==> config.mk <==
export PLATFORM = sky130hd
export DESIGN_NAME = mem_lsu
export DESIGN_NICKNAME = d
export VERILOG_FILES = /design/src/rtl/mips_defs.sv /design/src/rtl/lsu_bytesel.sv /design/src/rtl/mem_lsu.sv
export SDC_FILE = /design/constraint.sdc
export NUM_CORES = 1
export LEC_CHECK = 0
export ABC_AREA = 1
export CAP_MARGIN = 20
export CORE_AREA = 2 2 105 107
export CTS_BUF_LIST = sky130_fd_sc_hd__clkbuf_4
export DETAILED_ROUTE_END_ITERATION = 12
export DIE_AREA = 0 0 107 109
export PLACE_DENSITY = 0.71
export REMOVE_ABC_BUFFERS = 1
export SLEW_MARGIN = 10
export SYNTH_ARGS = -nofsm -noshare
export SYNTH_HDL_FRONTEND = slang
export SYNTH_HIERARCHICAL = 1
export SYNTH_SLANG_ARGS = --single-unit
==> constraint.sdc <==
create_clock -name clk -period 2.6 [get_ports clk]
set_clock_uncertainty 0.15 [all_clocks]
set_input_delay 0.65 -clock clk [delete_from_list [all_inputs] [get_ports clk]]
set_output_delay 0.65 -clock clk [all_outputs]
set_load 0.05 [all_outputs]
==> src/rtl/mips_defs.sv <==
// Shared MIPS definitions for the MEM-stage load/store unit: aluop codes,
// address-error exception codes and the LSU FSM state encoding.
package mips_defs;

    localparam int unsigned DATA_W  = 32;
    localparam int unsigned ALUOP_W = 8;
    localparam int unsigned EXC_W   = 5;
    localparam int unsigned REG_W   = 5;
    localparam int unsigned LANE_W  = 4;

    localparam logic [ALUOP_W-1:0] OP_LB  = 8'h90;
    localparam logic [ALUOP_W-1:0] OP_LBU = 8'h91;
    localparam logic [ALUOP_W-1:0] OP_LH  = 8'h92;
    localparam logic [ALUOP_W-1:0] OP_LHU = 8'h93;
    localparam logic [ALUOP_W-1:0] OP_LW  = 8'h94;
    localparam logic [ALUOP_W-1:0] OP_SB  = 8'h98;
    localparam logic [ALUOP_W-1:0] OP_SH  = 8'h99;
    localparam logic [ALUOP_W-1:0] OP_SW  = 8'h9A;

    localparam logic [EXC_W-1:0] EXC_ADEL = 5'h04;
    localparam logic [EXC_W-1:0] EXC_ADES = 5'h05;

    typedef enum logic [1:0] {
        ST_IDLE  = 2'd0,
        ST_REQ   = 2'd1,
        ST_WAIT  = 2'd2,
        ST_DRAIN = 2'd3
    } lsu_state_e;

endpackage

==> src/rtl/lsu_bytesel.sv <==
// Opcode decode for the LSU: lane mask, store data replication and misalign flag.
module lsu_bytesel
    import mips_defs::*;
(
    input  logic [ALUOP_W-1:0] aluop,
    input  logic [1:0]         addr_lo,
    input  logic [DATA_W-1:0]  din,
    output logic               is_mem,
    output logic               is_load,
    output logic               is_store,
    output logic [LANE_W-1:0]  lane_mask,
    output logic [DATA_W-1:0]  wdata,
    output logic               misalign
);

    logic [LANE_W-1:0] byte_mask;
    logic [LANE_W-1:0] half_mask;

    assign byte_mask = 4'b0001 << addr_lo;
    assign half_mask = 4'b0011 << {addr_lo[1], 1'b0};

    always_comb begin
        is_mem    = 1'b0;
        is_load   = 1'b0;
        is_store  = 1'b0;
        lane_mask = '0;
        wdata     = din;
        misalign  = 1'b0;
        unique case (aluop)
            OP_LB, OP_LBU: begin
                is_load   = 1'b1;
                lane_mask = byte_mask;
            end
            OP_LH, OP_LHU: begin
                is_load   = 1'b1;
                lane_mask = half_mask;
                misalign  = addr_lo[0];
            end
            OP_LW: begin
                is_load   = 1'b1;
                lane_mask = 4'b1111;
                misalign  = (addr_lo != 2'b00);
            end
            OP_SB: begin
                is_store  = 1'b1;
                lane_mask = byte_mask;
                wdata     = {4{din[7:0]}};
            end
            OP_SH: begin
                is_store  = 1'b1;
                lane_mask = half_mask;
                wdata     = {2{din[15:0]}};
                misalign  = addr_lo[0];
            end
            OP_SW: begin
                is_store  = 1'b1;
                lane_mask = 4'b1111;
                misalign  = (addr_lo != 2'b00);
            end
            default: ;
        endcase
        is_mem = is_load | is_store;
    end

endmodule

==> src/rtl/mem_lsu.sv <==
// MEM-stage load/store unit: drives the data-memory request bus and MEM/WB fields.
// Optional misaligned-address exceptions are enabled by MEM_UNALIGNED_EXC_EN.
module mem_lsu
    import mips_defs::*;
#(
    parameter int unsigned ADDR_W = 32
) (
    input  logic                clk,
    input  logic                rst,
    input  logic                in_valid,
    input  logic [ALUOP_W-1:0]  mem_aluop,
    input  logic [DATA_W-1:0]   mem_addr,
    input  logic [DATA_W-1:0]   mem_din,
    input  logic [REG_W-1:0]    mem_wa,
    input  logic                mem_wreg,
    input  logic                flush,
    output logic                dm_req,
    output logic [LANE_W-1:0]   dm_we,
    output logic [ADDR_W-1:0]   dm_addr,
    output logic [DATA_W-1:0]   dm_wdata,
    input  logic                dm_gnt,
    input  logic                dm_rvalid,
    input  logic [DATA_W-1:0]   dm_rdata,
    output logic [DATA_W-1:0]   out_dreg,
    output logic [REG_W-1:0]    out_wa,
    output logic                out_wreg,
    output logic                out_mreg,
    output logic [LANE_W-1:0]   out_dre,
    output logic                stall_req,
    output logic                exc_valid,
    output logic [EXC_W-1:0]    exc_code,
    output logic [DATA_W-1:0]   exc_badvaddr
);

    lsu_state_e        state_q, state_d;
    logic              sel_mem, sel_load, sel_store, misalign;
    logic              is_mem, is_load, is_store, mis_exc;
    logic [LANE_W-1:0] lane_mask;
    logic [DATA_W-1:0] st_wdata;

    lsu_bytesel u_bytesel (
        .aluop     (mem_aluop),
        .addr_lo   (mem_addr[1:0]),
        .din       (mem_din),
        .is_mem    (sel_mem),
        .is_load   (sel_load),
        .is_store  (sel_store),
        .lane_mask (lane_mask),
        .wdata     (st_wdata),
        .misalign  (misalign)
    );

    assign is_mem   = in_valid & sel_mem;
    assign is_load  = in_valid & sel_load;
    assign is_store = in_valid & sel_store;

`ifdef MEM_UNALIGNED_EXC_EN
    assign mis_exc = is_mem & misalign;
`else
    logic unused_misalign;
    assign unused_misalign = misalign;
    assign mis_exc = 1'b0;
`endif

    always_ff @(posedge clk) begin
        if (rst) begin
            state_q <= ST_IDLE;
        end else begin
            state_q <= state_d;
        end
    end

    // Non-memory passthrough is the default; each state overrides for the op in flight.
    always_comb begin
        state_d      = state_q;
        out_dreg     = mem_addr;
        out_wa       = mem_wa;
        out_wreg     = mem_wreg;
        out_mreg     = 1'b0;
        out_dre      = '0;
        dm_req       = 1'b0;
        stall_req    = 1'b0;
        exc_valid    = 1'b0;
        exc_code     = '0;
        exc_badvaddr = '0;

        if (is_load) begin
            out_dreg = dm_rdata;
            out_mreg = 1'b1;
            out_dre  = lane_mask;
        end

        unique case (state_q)
            ST_IDLE: begin
                if (is_mem) begin
                    out_wreg = 1'b0;
                    if (mis_exc) begin
                        exc_valid    = 1'b1;
                        exc_code     = is_load ? EXC_ADEL : EXC_ADES;
                        exc_badvaddr = mem_addr;
                    end else if (!flush) begin
                        dm_req = 1'b1;
                        if (!dm_gnt) begin
                            state_d   = ST_REQ;
                            stall_req = 1'b1;
                        end else if (is_load) begin
                            state_d   = ST_WAIT;
                            stall_req = 1'b1;
                        end else begin
                            out_wreg = mem_wreg;
                        end
                    end
                end
            end
            ST_REQ: begin
                out_wreg = 1'b0;
                if (flush) begin
                    state_d = ST_IDLE;
                end else begin
                    dm_req    = 1'b1;
                    stall_req = 1'b1;
                    if (dm_gnt) begin
                        if (is_load) begin
                            state_d = ST_WAIT;
                        end else begin
                            state_d   = ST_IDLE;
                            stall_req = 1'b0;
                            out_wreg  = mem_wreg;
                        end
                    end
                end
            end
            ST_WAIT: begin
                out_wreg = 1'b0;
                if (flush) begin
                    state_d = dm_rvalid ? ST_IDLE : ST_DRAIN;
                end else if (dm_rvalid) begin
                    state_d  = ST_IDLE;
                    out_wreg = mem_wreg;
                end else begin
                    stall_req = 1'b1;
                end
            end
            ST_DRAIN: begin
                if (dm_rvalid) begin
                    state_d = ST_IDLE;
                end
                // A new memory op may not issue until the abandoned read returns.
                if (is_mem) begin
                    stall_req = 1'b1;
                    out_wreg  = 1'b0;
                end
            end
            default: state_d = ST_IDLE;
        endcase

        if (flush) begin
            out_wreg     = 1'b0;
            exc_valid    = 1'b0;
            exc_code     = '0;
            exc_badvaddr = '0;
        end

        if (rst) begin
            out_dreg     = '0;
            out_wa       = '0;
            out_wreg     = 1'b0;
            out_mreg     = 1'b0;
            out_dre      = '0;
            dm_req       = 1'b0;
            stall_req    = 1'b0;
            exc_valid    = 1'b0;
            exc_code     = '0;
            exc_badvaddr = '0;
        end
    end

    // Bus fields are only driven while a request is presented.
    always_comb begin
        dm_addr  = '0;
        dm_we    = '0;
        dm_wdata = '0;
        if (dm_req) begin
            dm_addr = {mem_addr[ADDR_W-1:2], 2'b00};
            if (is_store) begin
                dm_we    = lane_mask;
                dm_wdata = st_wdata;
            end
        end
    end

endmodule

# Word-level counts from Yosys, hierarchy flattened
# Index checks and enable logic that the tools add are counted.
dict set report word_totals {
  reg_bits 2
}
dict set report classes {
  shift 2
  mux 47
  n_reduce_logical 7
  bitwise_logic 4
  n_eq_ne 15
}
# op count
set op_table {}
lappend op_table {{$mux W32} 5}
lappend op_table {{$eq A8 B8 Y1 const B} 8}
lappend op_table {{$pmux W32 S2} 1}
lappend op_table {{$mux W1} 21}
lappend op_table {{$mux W2} 10}
lappend op_table {{$mux W4} 4}
lappend op_table {{$pmux W4 S3} 1}
lappend op_table {{$reduce_or A3 Y1} 3}
lappend op_table {{$pmux W1 S4} 2}
lappend op_table {{$pmux W2 S4} 1}
lappend op_table {{$ne A3 B3 Y1 const B} 2}
lappend op_table {{$mux W5} 1}
lappend op_table {{$reduce_or A5 Y1} 1}
lappend op_table {{$eq A2 B2 Y1 const B} 2}
lappend op_table {{$ne A2 B2 Y1 const B} 2}
lappend op_table {{$reduce_and A4 Y1} 1}
lappend op_table {{$shl A1 B2 Y4 const A} 1}
lappend op_table {{$shl A2 B2 Y4 const A} 1}
lappend op_table {{$and A1 B1 Y1} 3}
lappend op_table {{$eq A2 B1 Y1 const B} 1}
lappend op_table {{$logic_not A2 Y1} 1}
lappend op_table {{$pmux W1 S2} 1}
lappend op_table {{$reduce_or A2 Y1} 1}
lappend op_table {{$or A1 B1 Y1} 1}

# Longest topological paths before layout
dict set report depth {
  depth_word 10
  mapped_depth 15
}

# Hierarchy
# Netlist, hierarchy kept.
# mod instances area_per_inst_um2 cells_each
set by_module_without_submodules {}
lappend by_module_without_submodules {mem_lsu 1 1620.3 328}
lappend by_module_without_submodules {lsu_bytesel 1 845.8 160}

# Worst setup path after synthesis
# Ideal clock, no wire load.
dict set report synth_path {
  path_type {input port to output port}
  start {input port mem_aluop[7]}
  end {output port out_dre[0]}
  n_path_buf 2
  setup_slack_ns -1.174
  t_required_ns 1.800
  arrival_time_ns 2.974
  cell_stages 10
  path_cell_list {nand2_1 nor2_4 buf_6 inv_2 a21oi_1 nand2_1 buf_2 nor2_1 inv_1 nor2_1}
}
dict set report synth_between {
  elab_chain_cells 6
  elab_cells_between_ends 17
  cone_classes {eq/ne (8); mux (4); bitwise (1); reduce/logical (4)}
}
# item line
set synth_rtl {}
lappend synth_rtl {{start: declaration} mem_lsu.sv:11} ;# input logic [ALUOP_W-1:0] mem_aluop,
lappend synth_rtl {{$eq A8 B8 Y1, on equally long branches} -}
lappend synth_rtl {{$reduce_or A5 Y1 (no source line) *} -}
lappend synth_rtl {{$mux W1 *} lsu_bytesel.sv:29} ;# unique case (aluop)
lappend synth_rtl {{net sel_load} mem_lsu.sv:36} ;# logic sel_mem, sel_load, sel_store, misalign;
lappend synth_rtl {{$and A1 B1 Y1 *} mem_lsu.sv:54} ;# assign is_load = in_valid & sel_load;
lappend synth_rtl {{$mux W4 *} mem_lsu.sv:87} ;# if (is_load) begin
lappend synth_rtl {{$mux W4 *} mem_lsu.sv:164} ;# if (rst) begin
lappend synth_rtl {{end: declaration} mem_lsu.sv:28} ;# output logic [LANE_W-1:0] out_dre,
# The timed path passes the listed nets; every way through them passes the cells marked *.

# Worst setup path after layout
dict set report layout_path {
  start {input port mem_aluop[3]}
  end {output port dm_wdata[7]}
}
dict set report layout_between {
  elab_chain_cells 9
  elab_cells_between_ends 20
  cone_classes {eq/ne (8); mux (7); bitwise (3); reduce/logical (2)}
}
# item line
set layout_rtl {}
lappend layout_rtl {{$eq A8 B8 Y1, on equally long branches} -}
lappend layout_rtl {{$reduce_or A5 Y1 (no source line) or $reduce_or A3 Y1 (tied branches)} -}
lappend layout_rtl {{$mux W1} lsu_bytesel.sv:29}
lappend layout_rtl {{$or A1 B1 Y1 *} lsu_bytesel.sv:62} ;# is_mem = is_load | is_store;
lappend layout_rtl {{net sel_mem} mem_lsu.sv:36}
lappend layout_rtl {{$and A1 B1 Y1 *} mem_lsu.sv:53} ;# assign is_mem = in_valid & sel_mem;
lappend layout_rtl {{$mux W1 *} mem_lsu.sv:95} ;# if (is_mem) begin
lappend layout_rtl {{$pmux W1 S2 *} mem_lsu.sv:93} ;# unique case (state_q)
lappend layout_rtl {{$mux W1 *} mem_lsu.sv:164}
lappend layout_rtl {{$mux W32 *} mem_lsu.sv:183} ;# if (dm_req) begin
lappend layout_rtl {{end: declaration} mem_lsu.sv:20} ;# output logic [DATA_W-1:0] dm_wdata,
# Marked as above.

==> metrics.yaml <==
clocking:
  cts_tree: "built"
  cts.clk_slew.worst_paths_ns: 0.03
  root_buffer: "clkbuf_4"
  cts-buffers-inserted: 3
  cts.hold.buffers_added: 0
  clkLatencyLatePin_ns: 0.23
  clock_path_buffers: 2
  cts_sinks: 2
  htreeDepth: 1
floorplanning:
  start_util: 0.231
  die_width_um: 107
  core_sq_mm: 0.0106
  dieArea_sq_mm: 0.0117
  die_h_um: 109
  pin_count: 267
  row_count: 38
sta:
  rsz0062_at_grt: "yes"
  period_minus_slack_ns: 3.06
  fin_ws_ns: -0.456
  setup_viol: 106
  period_share: 1.18
  fmax_mhz: 327
  worstMarginPinSlew_ns: 0.705
  hold_viol_final: 0
  relSlewSlack: 0.530
  drv_slew: 0
place:
  routabilityCongestion: 0.851
  io_buffers: 226
  dp.final_hpwl_mm: 9.31
  dp_worst_setup_slack_ns: -0.899
power_and_ir_drop:
  p_per_area_mw_per_mm2: 127
  vdd_drop_max_mv: 0.111
  leakage_uw: 0.00321
drt:
  drt_iter0_drc: 171
  vias: 3975
  ant_nets: 0
  vias_per_cell: 4.44
  drt-pass1-iter-count: 4
  totalWireLength_mm: 13.4
  wl_per_cell_um: 15.0
  drc: 0
final_layout:
  multi_input_area_sq_mm: 0.00263
  areaGrowthSynthToFinish_pct: 198
  fillers: 767
  final_core_util: 0.687
  area.sequential_sq_um: 40.0
  num_antenna_cells: 0
  largest_reg_flops: 2
  drive_gt1_frac: 0.535
  reg_top3: "state_q (2)"
  regMostFlops: "state_q"
  fin_nets: 873
min_path:
  hp-class: "reg2reg"
critical_path:
  critPathMaxFanout: 7
  crit_path_start_kind: "primary input"
  cpMostUsedCell: "nand2_2"
  path_cells: "clkbuf_4 -> inv_1 -> nand2_2 -> nor2_1 -> nand2_2 -> nand2_2 -> nor2_2 -> nand2_1 -> nand2_2 -> nand2_2 -> nand3_4 -> clkinv_8 -> buf_16 -> nand2_1 -> nor2_2 -> buf_12"
  crit_type: "in2out"
  arrival_ns: 2.26
  cpMaxStageDelayCell: "nor2_2"
  critPathMaxStageDelay_ns: 0.16
  worst-path-buf-inv: 5
  critPathTopFamily: "simple AND/OR/NAND/NOR gates"
  end_kind: "output port"
  critPathRequiredTime_ns: 1.80
grt:
  grt_pass1_wl_mm: 18.2
  grt_usage: 0.193
  overflow: 0
  grt_max_degree: 35
  grt_pass1_vias: 3755
  antenna_found_initial: 0
flow_run:
  cap_viol_max_count: 0
synthesis:
  syn_area_sq_mm: 0.00245
  syn_avg_cell_area_sq_um: 5.06
  syn_inst: 483
  yosys_warnings: 6
run_status:
  violations: "negative setup slack"
  status: "finished with violations"
## routing by layer
| metal | vias up | track usage | wire, um |
|---|---|---|---|
| li1 | 1954 | - | - |
| met1 | 1802 | 0.196 | 4520 |
| met2 | 194 | 0.384 | 7560 |
| met3 | 25 | 0.0496 | 1040 |
| met4 | 0 | 0.0603 | 318 |
| met5 | - | 0 | 0 |
## stage by stage
| step | instances | power (uW) | setup TNS, ns | hold WS, ns | area (sq um) |
|---|---|---|---|---|---|
| after floorplan | 449 | 380 | -128.72 | 0.433 | 2060 |
| after global placement | 865 | 754 | -78.51 | 0.475 | 5930 |
| after detailed placement | 865 | 758 | -82.39 | 0.493 | 5930 |
| after CTS | 879 | 865 | -39.53 | 0.498 | 6450 |
| after global routing | 895 | 962 | -44.35 | 0.564 | 7280 |
| final | 895 | 925 | -35.16 | 0.501 | 7280 |
## what timing repair did
item                       CTS  global route
setup endpoints to repair  106           106
resized for setup          176           161
pin swaps                   25            16
buffers inserted             8            13
cloned                       4             4
## final timing paths
path / from / to / cells past startpoint / slack (ns)
worst min-delay path: state_q[1] / state_q[0] / 3 / 0.50
worst max register to register: state_q[0] / state_q[1] / 5 / 1.21
worst min register to register: state_q[1] / state_q[0] / 3 / 0.50
worst max-delay path: mem_aluop[3] / dm_wdata[7] / 16 / -0.46
## tightest hold or removal path: cells and delay by family, from the launching register on
| family | cells | cell delay (ns) |
|---|---|---|
| flip-flops | 1 | 0.38 |
| AND/OR/NAND/NOR | 3 | 0.22 |
## power breakdown
group	internal (uW)	switching (uW)	leakage (uW)
Combinational	353	468	0.00318
Clock	51.3	22.3	0.0000138
Sequential	31.0	0.0949	0.0000161
## placed cells by master (no fill, tap or decap), drive strengths merged, types with 6 or more instances in the layout
cell           count
clkdlybuf4s50    104
o21ai             33
conb              40
a21oi             34
nand2            122
nand3             41
buf              192
clkbuf             6
nor2              99
inv               68
## final cells by class
cell class,instances,area share
clock buffer,3,0.00309
inverter,69,0.0380
multi-input combinational,378,0.361
sequential,2,0.00550
tap,140,0.0240
timing repair buffer,303,0.568
(Power assumes the default switching activity.)
